$ cat src/rtl/raisin64_pkg.sv
// -----------------------------------------------------------------------------
// raisin64_pkg
// Shared constants for the Raisin64 front end: instruction length codes,
// halfword geometry of the fetch path, and helpers that decode the head
// halfword's length prefix.
//
// Contents:
//   len_e        - length code carried with every aligned instruction
//   HW_BITS      - bits per halfword
//   HW_PER_WORD  - halfwords per 64-bit fetch word
//   HW_BUF       - halfword capacity of the alignment buffer
//   HC_W         - width of the buffer's halfword count
//   hwLen()      - instruction length in halfwords from the top two bits
//   lenCodeOf()  - length code from the top two bits
// -----------------------------------------------------------------------------
package raisin64_pkg;

  typedef enum logic [1:0] {
    LEN16 = 2'd0,
    LEN32 = 2'd1,
    LEN64 = 2'd2
  } len_e;

  localparam int HW_BITS     = 16;
  localparam int HW_PER_WORD = 4;
  localparam int HW_BUF      = 8;
  localparam int HC_W        = 4;

  // Top bit 0 marks a 16-bit instruction; prefix 10 is 32-bit, 11 is 64-bit.
  function automatic logic [2:0] hwLen(input logic [1:0] top);
    logic [2:0] len;
    if (!top[1]) begin
      len = 3'd1;
    end else if (!top[0]) begin
      len = 3'd2;
    end else begin
      len = 3'd4;
    end
    return len;
  endfunction

  function automatic len_e lenCodeOf(input logic [1:0] top);
    len_e code;
    if (!top[1]) begin
      code = LEN16;
    end else if (!top[0]) begin
      code = LEN32;
    end else begin
      code = LEN64;
    end
    return code;
  endfunction

endpackage

$ cat src/rtl/inst_fifo.sv
// -----------------------------------------------------------------------------
// inst_fifo
// Synchronous FIFO holding aligned instructions. The head entry is driven
// straight from storage, so an entry is visible the cycle after it is pushed,
// and it stays put until popped. An empty FIFO drives zeros on rdata.
//
// Ports:
//   clk, rst_n      - clock, asynchronous active-low reset (clears pointers)
//   clear           - synchronous empty, wins over push/pop
//   push, wdata     - write an entry (accepted when not full or popping)
//   pop             - remove the head entry (ignored when empty)
//   rdata           - head entry, zero when empty
//   full, empty     - occupancy flags
// -----------------------------------------------------------------------------
module inst_fifo #(
  parameter int DEPTH = 4,
  parameter int WIDTH = 130
) (
  input  logic             clk,
  input  logic             rst_n,
  input  logic             clear,
  input  logic             push,
  input  logic [WIDTH-1:0] wdata,
  input  logic             pop,
  output logic [WIDTH-1:0] rdata,
  output logic             full,
  output logic             empty
);

  localparam int AW = $clog2(DEPTH);

  logic [WIDTH-1:0] mem_q [DEPTH];
  logic [AW:0]      wr_q, wr_d;
  logic [AW:0]      rd_q, rd_d;
  logic             doPush;
  logic             doPop;

  // Pointers carry one extra wrap bit so full and empty are distinguishable.
  // A push into a full FIFO is allowed only when the head leaves the same cycle.
  always_comb begin
    empty  = (wr_q == rd_q);
    full   = (wr_q[AW] != rd_q[AW]) && (wr_q[AW-1:0] == rd_q[AW-1:0]);
    doPop  = pop & ~empty;
    doPush = push & (~full | doPop);
    wr_d   = wr_q;
    rd_d   = rd_q;
    if (clear) begin
      wr_d = '0;
      rd_d = '0;
    end else begin
      if (doPush) wr_d = wr_q + (AW+1)'(1);
      if (doPop)  rd_d = rd_q + (AW+1)'(1);
    end
    rdata = empty ? '0 : mem_q[rd_q[AW-1:0]];
  end

  always_ff @(posedge clk or negedge rst_n) begin
    if (!rst_n) begin
      wr_q <= '0;
      rd_q <= '0;
    end else begin
      wr_q <= wr_d;
      rd_q <= rd_d;
    end
  end

  // Storage needs no reset: entries are only observable between the pointers.
  always_ff @(posedge clk) begin
    if (doPush && !clear) begin
      mem_q[wr_q[AW-1:0]] <= wdata;
    end
  end

endmodule

$ cat src/rtl/inst_align.sv
// -----------------------------------------------------------------------------
// inst_align
// Splits a stream of 8-byte-aligned fetch words into variable-length
// (16/32/64-bit) instructions. Halfwords collect in a 128-bit shift buffer,
// head at the top; one instruction per cycle moves into an output queue
// together with its length code and byte address.
//
// Ports:
//   clk, rst_n            - clock, asynchronous active-low reset
//   flush, flush_pc       - drop everything and restart at flush_pc
//   in_valid, in_data     - fetch word (halfword 0 in [63:48])
//   in_ready              - fetch word accepted when in_valid & in_ready
//   out_valid             - queue head valid
//   out_inst              - instruction, left-aligned, low bits zero
//   out_len               - 0 = 16-bit, 1 = 32-bit, 2 = 64-bit
//   out_pc                - byte address of out_inst
//   out_ready             - consumer pops the head
// -----------------------------------------------------------------------------
module inst_align
  import raisin64_pkg::*;
#(
  parameter int DEPTH = 4,
  parameter int PC_W  = 64
) (
  input  logic            clk,
  input  logic            rst_n,
  input  logic            flush,
  input  logic [PC_W-1:0] flush_pc,
  input  logic            in_valid,
  input  logic [63:0]     in_data,
  output logic            in_ready,
  output logic            out_valid,
  output logic [63:0]     out_inst,
  output logic [1:0]      out_len,
  output logic [PC_W-1:0] out_pc,
  input  logic            out_ready
);

  localparam int BUF_W   = HW_BUF * HW_BITS;
  localparam int ENTRY_W = 64 + 2 + PC_W;

  logic [BUF_W-1:0] buf_q, buf_d;
  logic [HC_W-1:0]  hc_q, hc_d;
  logic [1:0]       drop_q, drop_d;
  logic [PC_W-1:0]  pc_q, pc_d;

  logic [2:0]       headLenHw;
  len_e             headLenCode;
  logic [63:0]      instWord;
  logic [BUF_W-1:0] shiftedBuf;
  logic [BUF_W-1:0] remBuf;
  logic [HC_W-1:0]  remHc;
  logic [63:0]      newWord;
  logic [HC_W-1:0]  newCount;
  logic [BUF_W-1:0] appendBuf;
  logic             accept;
  logic             extract;
  logic             pop;
  logic             fifoFull;
  logic             fifoEmpty;
  logic [ENTRY_W-1:0] fifoWdata;
  logic [ENTRY_W-1:0] fifoRdata;

  // A word can only be taken when the remainder after any extraction still
  // leaves room for all four halfwords, which HC <= 4 guarantees.
  assign in_ready  = (hc_q <= HC_W'(HW_PER_WORD)) & ~flush;
  assign accept    = in_valid & in_ready;
  assign out_valid = ~fifoEmpty;
  assign pop       = out_valid & out_ready;

  // Decode the head instruction and build the post-extraction remainder.
  always_comb begin
    headLenHw   = hwLen(buf_q[BUF_W-1 -: 2]);
    headLenCode = lenCodeOf(buf_q[BUF_W-1 -: 2]);
    case (headLenHw)
      3'd1: begin
        instWord   = {buf_q[BUF_W-1 -: 16], 48'b0};
        shiftedBuf = buf_q << 16;
      end
      3'd2: begin
        instWord   = {buf_q[BUF_W-1 -: 32], 32'b0};
        shiftedBuf = buf_q << 32;
      end
      default: begin
        instWord   = buf_q[BUF_W-1 -: 64];
        shiftedBuf = buf_q << 64;
      end
    endcase
    extract = (HC_W'(headLenHw) <= hc_q) && (!fifoFull || pop) && !flush;
    remBuf  = extract ? shiftedBuf : buf_q;
    remHc   = extract ? (hc_q - HC_W'(headLenHw)) : hc_q;
  end

  // The first word after a flush may start mid-word; leading halfwords are
  // shifted off so the restart halfword lands at the top of newWord.
  always_comb begin
    case (drop_q)
      2'd0:    newWord = in_data;
      2'd1:    newWord = {in_data[47:0], 16'b0};
      2'd2:    newWord = {in_data[31:0], 32'b0};
      default: newWord = {in_data[15:0], 48'b0};
    endcase
    newCount  = HC_W'(HW_PER_WORD) - HC_W'(drop_q);
    appendBuf = {newWord, 64'b0} >> {remHc, 4'b0000};
  end

  // Next-state: flush beats everything; otherwise extraction and appending
  // combine so the incoming word sits directly after the remainder.
  always_comb begin
    if (flush) begin
      buf_d  = '0;
      hc_d   = '0;
      drop_d = flush_pc[2:1];
      pc_d   = flush_pc;
    end else begin
      buf_d  = remBuf | (accept ? appendBuf : '0);
      hc_d   = remHc + (accept ? newCount : '0);
      drop_d = accept ? 2'd0 : drop_q;
      pc_d   = extract ? (pc_q + PC_W'({headLenHw, 1'b0})) : pc_q;
    end
  end

  always_ff @(posedge clk or negedge rst_n) begin
    if (!rst_n) begin
      buf_q  <= '0;
      hc_q   <= '0;
      drop_q <= '0;
      pc_q   <= '0;
    end else begin
      buf_q  <= buf_d;
      hc_q   <= hc_d;
      drop_q <= drop_d;
      pc_q   <= pc_d;
    end
  end

  assign fifoWdata = {instWord, headLenCode, pc_q};

  inst_fifo #(
    .DEPTH (DEPTH),
    .WIDTH (ENTRY_W)
  ) u_fifo (
    .clk   (clk),
    .rst_n (rst_n),
    .clear (flush),
    .push  (extract),
    .wdata (fifoWdata),
    .pop   (pop),
    .rdata (fifoRdata),
    .full  (fifoFull),
    .empty (fifoEmpty)
  );

  assign {out_inst, out_len, out_pc} = fifoRdata;

endmodule

$ cat config.mk
export PLATFORM = sky130hd
export DESIGN_NAME = inst_align
export DESIGN_NICKNAME = d
export VERILOG_FILES = /design/src/rtl/raisin64_pkg.sv /design/src/rtl/inst_fifo.sv /design/src/rtl/inst_align.sv
export SDC_FILE = /design/constraint.sdc
export NUM_CORES = 1
export LEC_CHECK = 0
export CORE_MARGIN = 4
export CORE_UTILIZATION = 30
export CTS_CLUSTER_DIAMETER = 200
export DETAILED_ROUTE_END_ITERATION = 10
export PLACE_DENSITY = 0.58
export SLEW_MARGIN = 20
export SYNTH_ARGS = -nofsm -noshare
export SYNTH_HDL_FRONTEND = slang
export SYNTH_HIERARCHICAL = 1
export SYNTH_SLANG_ARGS = --single-unit
$ cat constraint.sdc
create_clock -name clk -period 11.2 [get_ports clk]
set_clock_uncertainty 0.2 [all_clocks]
set_input_delay 1.12 -clock clk [delete_from_list [all_inputs] [get_ports clk]]
set_output_delay 1.12 -clock clk [all_outputs]
set_load 0.005 [all_outputs]
# Word level (Yosys, flattened, before mapping)
# Memories as Yosys holds them, arrays and structs flattened.
# Index checks and enable logic that the tools add are counted.
[totals]
ram_bits = 520
output_inout_bits = 132
ff_bits = 204
mem_count = 1
[classes]
bitwise_logic = 10
shifts = 1
reduce_logical = 12
order_cmp = 2
addsub = 6
eq_ne = 7
mux = 24
[mem_list]
columns = ["name", "depth", "width", "read_ports", "rd_ports_with_merged_regs", "write_ports", "line_no", "rtl"]
rows = [
  ["u_fifo.mem_q", 4, 130, 1, 0, 1, "inst_fifo.sv:32", "logic [WIDTH-1:0] mem_q [DEPTH];"],
]
[op_table]
columns = ["operator", "count"]
rows = [
  ["128-bit two-way mux", 3],
  ["128-bit case mux with 2 select lines", 1],
  ["64-bit case mux with 3 select lines", 1],
  ["130-bit two-way mux", 1],
  ["64-bit two-way mux", 2],
  ["128-bit OR", 1],
  ["128-bit by 8-bit >> shifter with 128-bit output", 1],
  ["48-bit case mux with 2 select lines", 1],
  ["64-bit by 4-bit adder with 64-bit output", 1],
  ["3-bit two-way mux", 6],
  ["4-bit two-way mux", 3],
  ["2-bit two-way mux", 4],
  ["2-bit nonzero test", 4],
  ["3-bit by 1-bit adder with 3-bit output (second input constant)", 2],
  ["1-bit AND", 5],
  ["4-bit adder", 1],
  ["3-bit by 4-bit <= comparator with 1-bit output", 1],
  ["4-bit by 3-bit <= comparator with 1-bit output (second input constant)", 1],
  ["1-bit logical AND", 4],
  ["3-bit by 2-bit subtractor with 4-bit output (first input constant)", 1],
  ["4-bit by 3-bit subtractor with 4-bit output", 1],
  ["3-bit by 1-bit == test with 1-bit output (second input constant)", 1],
  ["3-bit by 2-bit == test with 1-bit output (second input constant)", 1],
  ["3-bit == test", 1],
  ["other kinds (10)", 14],
]

# Longest topological paths before layout
# Gate-level depths: netlist (run 1).
[logic_depth]
word_depth = 11
depth_mapped = 18
mapped_depth_nobuf = 13

# Hierarchy
# The synthesis (run 1) kept the hierarchy.
[by_module_without_submodules]
columns = ["module", "area_each_um2", "cells_each", "n_inst", "seq_area_each_um2"]
rows = [
  ["inst_fifo", 20093.0, 879, 1, 15765.1],
  ["inst_align", 14365.0, 1738, 1, 4954.8],
]

# Worst setup path before layout (run 1)
# No wires, ideal clock.
[synth_timing]
path_type = "register -> register"
from = "register buf_q[127]"
to = "memory u_fifo.mem_q[1][0], enable pin"
required_time_ns = 10.495
t_arrival_ns = 6.150
setup_ns = 0.505
period_less_slack_ns = 6.854
path_stages_with_launch = 15
setup_slack_ns = 4.346
path_cell_list = "dfrtp_1 clkbuf_1 clkinv_1 nor2_1 clkbuf_1 inv_1 ha_1 and3_4 o221ai_2 inv_2 buf_2 clkbuf_1 nand2b_1 a41oi_1 and2_1"
[synth_between]
elab_chain_cells = 8
[synth_rtl]
columns = ["element", "line_no", "rtl"]
rows = [
  ["start: declaration", "inst_align.sv:42", "logic [BUF_W-1:0] buf_q, buf_d;"],
  ["start signal: assignment", "inst_align.sv:130", "buf_q <= buf_d;"],
  ["3-bit two-way mux", "raisin64_pkg.sv:32", "if (!top[1]) begin"],
  ["3-bit by 4-bit <= comparator with 1-bit output", "inst_align.sv:89", "extract = (HC_W'(headLenHw) <= hc_q) && (!fifoFull || pop) && !flush;"],
  ["1-bit logical AND (2 in series)", "inst_align.sv:89", ""],
  ["net extract", "inst_align.sv:57", "logic extract;"],
  ["1-bit AND", "inst_fifo.sv:44", "doPush = push & (~full | doPop);"],
  ["1-bit logical AND", "inst_fifo.sv:69", "if (doPush && !clear) begin"],
  ["1-bit two-way mux", "inst_fifo.sv:69", ""],
  ["1-bit two-way mux (implied by the code)", "inst_fifo.sv:70", "mem_q[wr_q[AW-1:0]] <= wdata;"],
  ["end: declaration", "inst_fifo.sv:32", ""],
]
# The timed path passes the listed nets, and every way through them passes these cells.

# Final worst setup path (run 1)
[layout_timing]
from = "register buf_q[127]"
to = "register buf_q[58]"
[layout_between]
elab_chain_cells = 9
[layout_rtl]
columns = ["element", "line_no", "rtl"]
rows = [
  ["3-bit two-way mux (*)", "raisin64_pkg.sv:32", ""],
  ["3-bit by 4-bit <= comparator with 1-bit output", "inst_align.sv:89", ""],
  ["1-bit logical AND (2 in series)", "inst_align.sv:89", ""],
  ["4-bit two-way mux", "inst_align.sv:91", "remHc = extract ? (hc_q - HC_W'(headLenHw)) : hc_q;"],
  ["128-bit by 8-bit >> shifter with 128-bit output", "inst_align.sv:104", "appendBuf = {newWord, 64'b0} >> {remHc, 4'b0000};"],
  ["128-bit two-way mux", "inst_align.sv:116", "buf_d = remBuf | (accept ? appendBuf : '0);"],
  ["128-bit OR (*)", "inst_align.sv:116", ""],
  ["128-bit two-way mux (*)", "inst_align.sv:110", "if (flush) begin"],
  ["net buf_d[58]", "inst_align.sv:42", ""],
]
# The timed path passes the listed nets; every way through them passes the cells marked *.
# A chain may end at the register's enable or synchronous reset.

==> results of run 1 <==
[cell families after synthesis]
logic type | share of synthesized area
AOI/OAI and AO/OA | 0.114
xor gates and xnor gates | 0.0173
adders and majority gates | 0.00770
buffers and inverters | 0.0289
DFF | 0.601
muxes | 0.127
and+or+nand+nor | 0.105
[per-layer routing]
layer,share of wire,global-route usage,vias to the layer above,wire [µm]
li1,-,-,10500,-
met1,0.44,0.249,11700,46400
met2,0.45,0.262,1069,47700
met3,0.088,0.0363,116,9210
met4,0.017,0.0321,0,1830
met5,0,0.00549,-,0
[sequential cells by signal, summed over array words and instances (netlist names)]
signal	flops
u_fifo/rd_q	3
pc_q	64
buf_q	128
drop_q	2
hc_q	4
u_fifo/wr_q	3
u_fifo/mem_q	520
[metrics by stage]
step                utilization  cells  hold WS, ps  power [mW]  cell area (µm²)
finish                    0.362   4383          295        10.3            41300
global route              0.362   4382          323        10.8            41300
CTS                       0.361   4381          301        10.3            41300
detailed placement        0.338   4234          311        7.71            38600
global placement          0.338   4234          302        7.71            38600
floorplan                     -   2617          272        6.08            34500
[critical path, stage by stage, from the launching register on]
cell	delay, ps
sky130_fd_sc_hd__dfrtp_4	620
sky130_fd_sc_hd__clkinv_1	120
sky130_fd_sc_hd__buf_4	320
sky130_fd_sc_hd__nor2_2	170
sky130_fd_sc_hd__buf_4	460
sky130_fd_sc_hd__inv_1	200
sky130_fd_sc_hd__fa_1	480
sky130_fd_sc_hd__a211o_1	360
sky130_fd_sc_hd__o221ai_4	190
sky130_fd_sc_hd__buf_4	760
sky130_fd_sc_hd__inv_2	520
sky130_fd_sc_hd__mux2i_4	370
sky130_fd_sc_hd__inv_2	210
sky130_fd_sc_hd__buf_4	470
sky130_fd_sc_hd__or2_2	480
sky130_fd_sc_hd__buf_4	470
sky130_fd_sc_hd__o221ai_1	180
[layout make-up]
type                       count  share of cell area
clock buffer                 110              0.0544
clock inverter                37             0.00942
timing repair buffer         317              0.0744
sequential                   724               0.502
inverter                      29             0.00264
multi-input combinational   1652               0.311
antenna                        2            0.000121
tap                         1512              0.0458
[worst max path at each step]
stage               slack (ps)  depth (start not counted)        from            endpoint
detailed placement        4430                         16  buf_q[127]           buf_q[58]
global placement          4520                         16  buf_q[127]           buf_q[56]
finish                    4250                         16  buf_q[127]           buf_q[58]
global route              3990                         16  buf_q[127]           buf_q[58]
CTS                       4460                         16  buf_q[127]           buf_q[58]
floorplan                 4350                         14  buf_q[127]  u_fifo/mem_q[1][0]
[cells in the final DEF (no fill, tap or decap), types with 19 or more instances in the layout]
master and count:
sky130_fd_sc_hd__edfxtp_1 520, sky130_fd_sc_hd__a222oi_1 32, sky130_fd_sc_hd__o211ai_1 19, sky130_fd_sc_hd__o22ai_1 46
sky130_fd_sc_hd__mux4_2 130, sky130_fd_sc_hd__inv_1 25, sky130_fd_sc_hd__mux2i_1 131, sky130_fd_sc_hd__dfrtp_1 200
sky130_fd_sc_hd__nand2_1 187, sky130_fd_sc_hd__a21oi_1 102, sky130_fd_sc_hd__clkdlybuf4s50_1 262, sky130_fd_sc_hd__a221oi_1 33
sky130_fd_sc_hd__o32ai_1 32, sky130_fd_sc_hd__clkbuf_16 81, sky130_fd_sc_hd__nor2_1 185, sky130_fd_sc_hd__o21ai_0 91
sky130_fd_sc_hd__xor2_1 22, sky130_fd_sc_hd__and2_1 150, sky130_fd_sc_hd__and3_1 51, sky130_fd_sc_hd__buf_4 51
sky130_fd_sc_hd__nand3_1 27, sky130_fd_sc_hd__xnor2_1 46, sky130_fd_sc_hd__nor4_1 28, sky130_fd_sc_hd__a22oi_1 33
sky130_fd_sc_hd__nor3_1 49, sky130_fd_sc_hd__clkinv_2 19, sky130_fd_sc_hd__a211oi_1 93
[where the power goes]
part / internal [mW] / leakage, nW / switching [mW]
clock network: 1.53 / 1.30 / 1.08
logic: 1.64 / 5.41 / 2.43
registers: 3.28 / 7.61 / 0.338
==> impl.org, run 1 <==
** Layout
- Layout net count :: 2956
- Total of fill cells in the finished design :: 11100
- Area delta synth->final :: 19.8%
- Of the cells placed in the final design, the portion with a size suffix greater than 1 is 0.126.
- Combined flip-flop and latch cell area :: 0.0207 mm²
- Area taken by multi-input logic gates :: 0.0128 mm²

** Run status
- Status :: finished, final reports clean

** Setup path
- STA puts the critical path data arrival time at 7200 ps.
- The critical path is of the flip-flop to flip-flop type.
- The worst setup path is launched from a flip-flop.
- R2r startpoint :: buf_q[127]
- Required time at the endpoint of the critical path :: 11450 ps
- Worst reg2reg path endpoint :: buf_q[58]
- Setup slack on the worst reg-to-reg path comes out at 4250 ps.
- STA classifies the critical path endpoint as a flip-flop.
- Worst-path maximum fanout :: 84
- FF-to-FF path depth :: 16

** Synthesis
- The share of synthesized area in the top cell type comes to 0.453.
- The synthesized netlist contains 66 unique library cells.
- Commonest cells post-synth :: sky130_fd_sc_hd__edfxtp_1 (520), sky130_fd_sc_hd__dfrtp_1 (204), sky130_fd_sc_hd__nand2_1 (187)
- Share of synthesized registers carrying an async set or reset :: 0.282
- Largest area contributor in the netlist :: sky130_fd_sc_hd__edfxtp_1
- In the synthesized netlist the dominant register cell turns out to be sky130_fd_sc_hd__edfxtp_1.
- Most numerous cell in the Yosys netlist :: sky130_fd_sc_hd__edfxtp_1
- Share of synthesized area occupied by flip-flops and latches :: 0.601
- Sorting the synthesized cells by area gives the leading types as sky130_fd_sc_hd__edfxtp_1 (45%), sky130_fd_sc_hd__dfrtp_1 (15%), sky130_fd_sc_hd__mux4_2 (8.5%).
- Synth warn :: 6
- When the netlist entered floorplanning its net count stood at 2770.
- The average instance in the mapped netlist occupies 13.2 µm².
- Synthesis produced 2617 cells.
- Number of enable flip-flop cells after synthesis :: 520
- Syn Std Cell Area :: 0.0345 mm²
- Yosys reg bits :: 724

** Floorplanning
- Horiz. Die Dim :: 347 µm
- Core footprint :: 0.114 mm²
- In this run the core area contains 124 standard-cell rows.
- Die boundary height :: 347 µm
- The die covers 0.120 mm².
- I/O Pins :: 265
- For this configuration, the core starts out at a cell density of 0.302.

** Place
- Before CTS, the worst setup slack after placement is 4430 ps.
- Half-perimeter wire length of the detailed placement result :: 69900 µm
- During placement, the flow inserted port buffers numbering 264.
- Weighted congestion at the end of routability-driven global placement :: 0.854

** Global route
- Pin count of the biggest net entering global routing :: 143
- After global routing the overflow that remains totals 0.
- For this run, the total global-route usage over all layers was measured as 0.170.
- The first global-routing pass estimated 157000 µm of wire.
- Antenna violations before repair :: 3
- The number of global-route vias before repair came to 22900.

** Drt
- Using the TritonRoute via totals, the vias-per-cell ratio works out to 5.35.
- In the final routed layout, each cell accounts on average for 24.0 µm.
- For this block, the routed nets add up to 105000 µm of wire.
- The first detailed-routing pass took 6 iterations.
- For this block, the initial DRC count from the detailed router was 2654.
- In this run the remaining antenna-violating nets after routing total 0.
- For this run, design rule violations remaining after detail routing come to 0.
- The detailed router placed 23500 vias in this run.

** Timing
- Max_slew headroom :: 0.215
- For the pin with the worst max-slew slack, the measured transition is 1170 ps.
- Final setup slack of the worst path :: 4250 ps
- Dividing the final minimum period by the clock period gives 0.621.
- Final slew viol count :: 0
- Setup violations remaining at the end of the flow were counted as 0.
- Setup repair after global routing left no endpoint under its margin.
- Setup_tns :: 0 ps
- Shortest clock period the worst path allows after layout :: 6950 ps
- Based on the critical path, the design can be clocked at up to 144 MHz.
- Final hold violation count :: 0

** Clock network
- Clock tree from TritonCTS :: done
- In this run, post-CTS hold repair placed 0 buffers.
- Number of buffers inserted by post-CTS setup repair :: 0
- Clock tree sinks :: 724
- Buffer cell driving the clock tree root :: sky130_fd_sc_hd__clkbuf_16
- H-Tree Level Count :: 3
- Buffers inserted during clock tree synthesis total 79.
- Clock Latency Late Sink :: 630 ps
- After clock tree synthesis, the clock-pin slew on the worst setup and hold paths is 60 ps.
- Maximum root-to-sink buffer count :: 3
- Cells resized by post-CTS repair :: 0

** Power and ir drop
- The analysis attributes to cell leakage a power of 14.3 nW.
- Power density of the placed cells :: 249 mW/mm²
- Across the VDD grid, the largest voltage drop is 0.266 mV.

** Flow run
- The tool flagged a number of max-cap violations equal to 0.

** Worst hold path
- The worst hold path belongs to the class input port to asynchronous set/reset pin.
No activity file was read; power rests on OpenSTA's default activity.
==> run 2, diff against run 1 <==
==> constraint.sdc (replaced) <==
create_clock -name clk -period 7.1 [get_ports clk]
set_clock_uncertainty 0.2 [all_clocks]
set_input_delay 0.71 -clock clk [delete_from_list [all_inputs] [get_ports clk]]
set_output_delay 0.71 -clock clk [all_outputs]
set_load 0.005 [all_outputs]
==> impl.org, run 2 (synthesis results as in run 1) <==
** Floorplanning
- The area of the core is 0.114 mm² (unchanged).
- The effective utilization at floorplan was 0.302 (unchanged).
- The number of core rows was 124 (unchanged).
- The floorplan die area was 0.120 mm² (unchanged).
- Die boundary height :: 347 µm (unchanged)
- Horiz. Die Dim :: 347 µm (unchanged)
- The number of placed I/O pins was 265 (unchanged).

** Layout
- Compared with the post-synthesis result, the final layout area differs by 20.1%.
- The multi-input combinational cell area was 0.0128 mm² (-0.14%).
- Flip-flop count of the largest register after layout :: 520 (unchanged)
- Layout net count :: 2959 (+0.10%)
- Leading cell type in the layout, fill and taps excluded :: sky130_fd_sc_hd__edfxtp_1
- Total of fill cells in the finished design :: 11100 (+0.12%)
- Layout Utilization :: 0.362 (+0.000800)
- Layout cell share with drive strength beyond 1 :: 0.121 (-0.00479)
- The area of all sequential standard cells came to 0.0207 mm² (unchanged).
- Leaving out fill and tap cells, the most frequent cells in the layout are sky130_fd_sc_hd__edfxtp_1 (520), sky130_fd_sc_hd__clkdlybuf4s50_1 (262), sky130_fd_sc_hd__dfrtp_1 (200).

** Setup path
- Internal reg-to-reg setup slack :: 1630 ps (-2620 ps)
- FF-to-FF path depth :: 12 (-4)
- The worst setup path is launched from a flip-flop.
- Worst reg2reg path endpoint :: buf_q[22]
- The worst setup path is captured at a flip-flop.
- The required time reported for the critical path endpoint is 7410 ps (-4040 ps).
- Worst-path maximum fanout :: 81 (-3.6%)
- R2r startpoint :: buf_q[127]
- By startpoint and endpoint, the worst setup path is classified as flip-flop to flip-flop.
- Critical Path AT :: 5780 ps (-1420 ps)
- First element of the critical path :: buf_q[127]

** Power and ir drop
- Power density of the placed cells :: 392 mW/mm² (+57%)
- LEAKAGE :: 14.3 nW (-0.11%)
- Maximum vdd ir drop :: 0.345 mV (+30%)

** Timing
- Setup repair after global routing left no endpoint under its margin.
- Final cycle utilization of the critical path :: 0.771 (+0.150)
- The final-report max-slew violation count is 0 (unchanged).
- The final-report setup violation count is 0 (unchanged).
- The final critical path time including I/O delays and setup came to 5470 ps (-1480 ps).
- Transition time at the pin with the least slew margin :: 1250 ps (+82.2 ps)
- Setup_tns :: 0 ps (unchanged)
- The number of failing hold endpoints at the final stage was 0 (unchanged).
- Max_slew headroom :: 0.159 (-0.0554)
- Max Fclk :: 183 MHz (+27%)

** Global route
- Overflow left after global routing :: 0 (unchanged)
- The overall routing resource usage was 0.170 (-0.000187).
- The largest net degree at the start of global routing was 143 (unchanged).
- The number of antenna violations at the first check in global routing was 4 (+1).
- Number of global-route vias before repair :: 23400 (+2.0%)
- The global-route wire length before repair was 157000 µm (about the same).

** Clock network
- Clock tree sinks :: 724 (unchanged)
- H-Tree Level Count :: 3 (unchanged)
- Maximum root-to-sink buffer count :: 3 (unchanged)
- Clock tree from TritonCTS :: done
- Cells resized by post-CTS repair :: 0 (unchanged)
- Buffer cell driving the clock tree root :: sky130_fd_sc_hd__clkbuf_16
- Inserted Clock Buffers :: 81 (+2.5%)
- Clock Latency Late Sink :: 660 ps (+30 ps)
- The clock input transition at the sequential cells of the worst setup and hold paths came to 60 ps (about the same).
- Number of buffers inserted by post-CTS setup repair :: 0 (unchanged)

** Worst hold path
- Number of cells on the worst hold path :: 2
- Worst hold path startpoint :: buf_q[11]
- Hold Path Class :: flip-flop to flip-flop
- Capture endpoint of the worst hold path :: buf_q[11]

** Drt
- The number of detailed-route iterations in the first pass was 8 (+2).
- The count of vias placed by the detailed router was 23400 (-0.33%).
- DRC :: 0 (unchanged)
- The post-detailed-routing wire length was 105000 µm (-0.49%).
- Vias per std cell :: 5.33 (-0.44%)
- The routed length per placed instance came to 23.8 µm (-0.61%).
- The number of violations reported at the end of detailed-routing iteration 0 is 2229 (-16%).
- The number of nets still failing antenna checks after routing came to 0 (unchanged).

** Run status
- Status :: finished, final reports clean

** Place
- Number of input and output port buffers inserted :: 264 (unchanged)
- Half-perimeter wire length of the detailed placement result :: 67600 µm (-3.2%)
- The weighted congestion at the end of routability-driven global placement came to 0.839 (-1.8%).

** Flow run
- The max-capacitance violation count came to 0 (unchanged).
[run 2: cell count changes in the layout (fill, tap and decap cells not counted), sizes merged]
cell | previous run | this run
clkbuf | 112 | 124
clkinv | 28 | 17
clkinvlp | 3 | 7
bufinv | 5 | 4
diode | 2 | 1
dlygate4sd3 | 0 | 1
inv | 30 | 31
[run 2: repair_timing]
item	4_1_cts	5_1_grt
setup endpoints to repair	0	0
endpoints found under the hold margin	62	0
hold buffers	1	0
[run 2: layer usage]
metal,vias to the layer above,wire (µm),share of wire,global-route usage
li1,10500,-,-,-
met1,11800,46000,0.44,0.239
met2,919,47900,0.46,0.263
met3,165,8060,0.077,0.0392
met4,4,2630,0.025,0.0480
met5,-,34,0.00032,0
[run 2: where the power goes]
group / switching [mW] / total [mW] / internal, mW
clock: 1.77 / 4.17 / 2.40
combinational: 3.75 / 6.34 / 2.60
sequential: 0.557 / 5.72 / 5.17
total: 6.07 / 16.2 / 10.2
[run 2: layout make-up]
cell class | count | area share
diodes | 1 | 0.0000605
clock buffers | 122 | 0.0551
clock inverters | 30 | 0.00949
inverters | 29 | 0.00263
multi-input cells | 1652 | 0.310
flip-flops and latches | 724 | 0.501
well taps | 1512 | 0.0457
repair buffers | 318 | 0.0760
[run 2: worst max-delay path: stages, from the launching register on]
cell and delay, ps:
sky130_fd_sc_hd__dfrtp_4 940, sky130_fd_sc_hd__clkinv_1 290, sky130_fd_sc_hd__nor2_2 180, sky130_fd_sc_hd__inv_1 110
sky130_fd_sc_hd__fa_1 460, sky130_fd_sc_hd__a211o_1 360, sky130_fd_sc_hd__o221ai_4 210, sky130_fd_sc_hd__buf_4 460
sky130_fd_sc_hd__mux2_2 940, sky130_fd_sc_hd__nor2_1 380, sky130_fd_sc_hd__buf_4 320, sky130_fd_sc_hd__a221oi_1 310
sky130_fd_sc_hd__o32ai_1 120
[run 2: how the worst max path moves through the flow]
| stage | slack [ps] | depth (start not counted) | end |
|---|---|---|---|
| 2_1_floorplan | 250 | 14 | u_fifo/mem_q[2][0] |
| 3_3_place_gp | 1750 | 12 | buf_q[25] |
| 3_5_place_dp | 1690 | 12 | buf_q[23] |
| 4_1_cts | 1690 | 12 | buf_q[22] |
| 5_1_grt | 1320 | 12 | buf_q[29] |
| 6_report | 1630 | 12 | buf_q[22] |
[run 2: through the flow]
stage	setup WS (ps)	hold WS, ps	instances	area [µm²]	power, mW
detailed placement	1690	316	4234	38700	12.2
floorplan	246	214	2617	34500	9.59
global placement	1750	310	4234	38700	12.1
CTS	1690	329	4387	41400	16.4
finish	1630	326	4388	41400	16.2
global route	1320	344	4387	41400	17.1
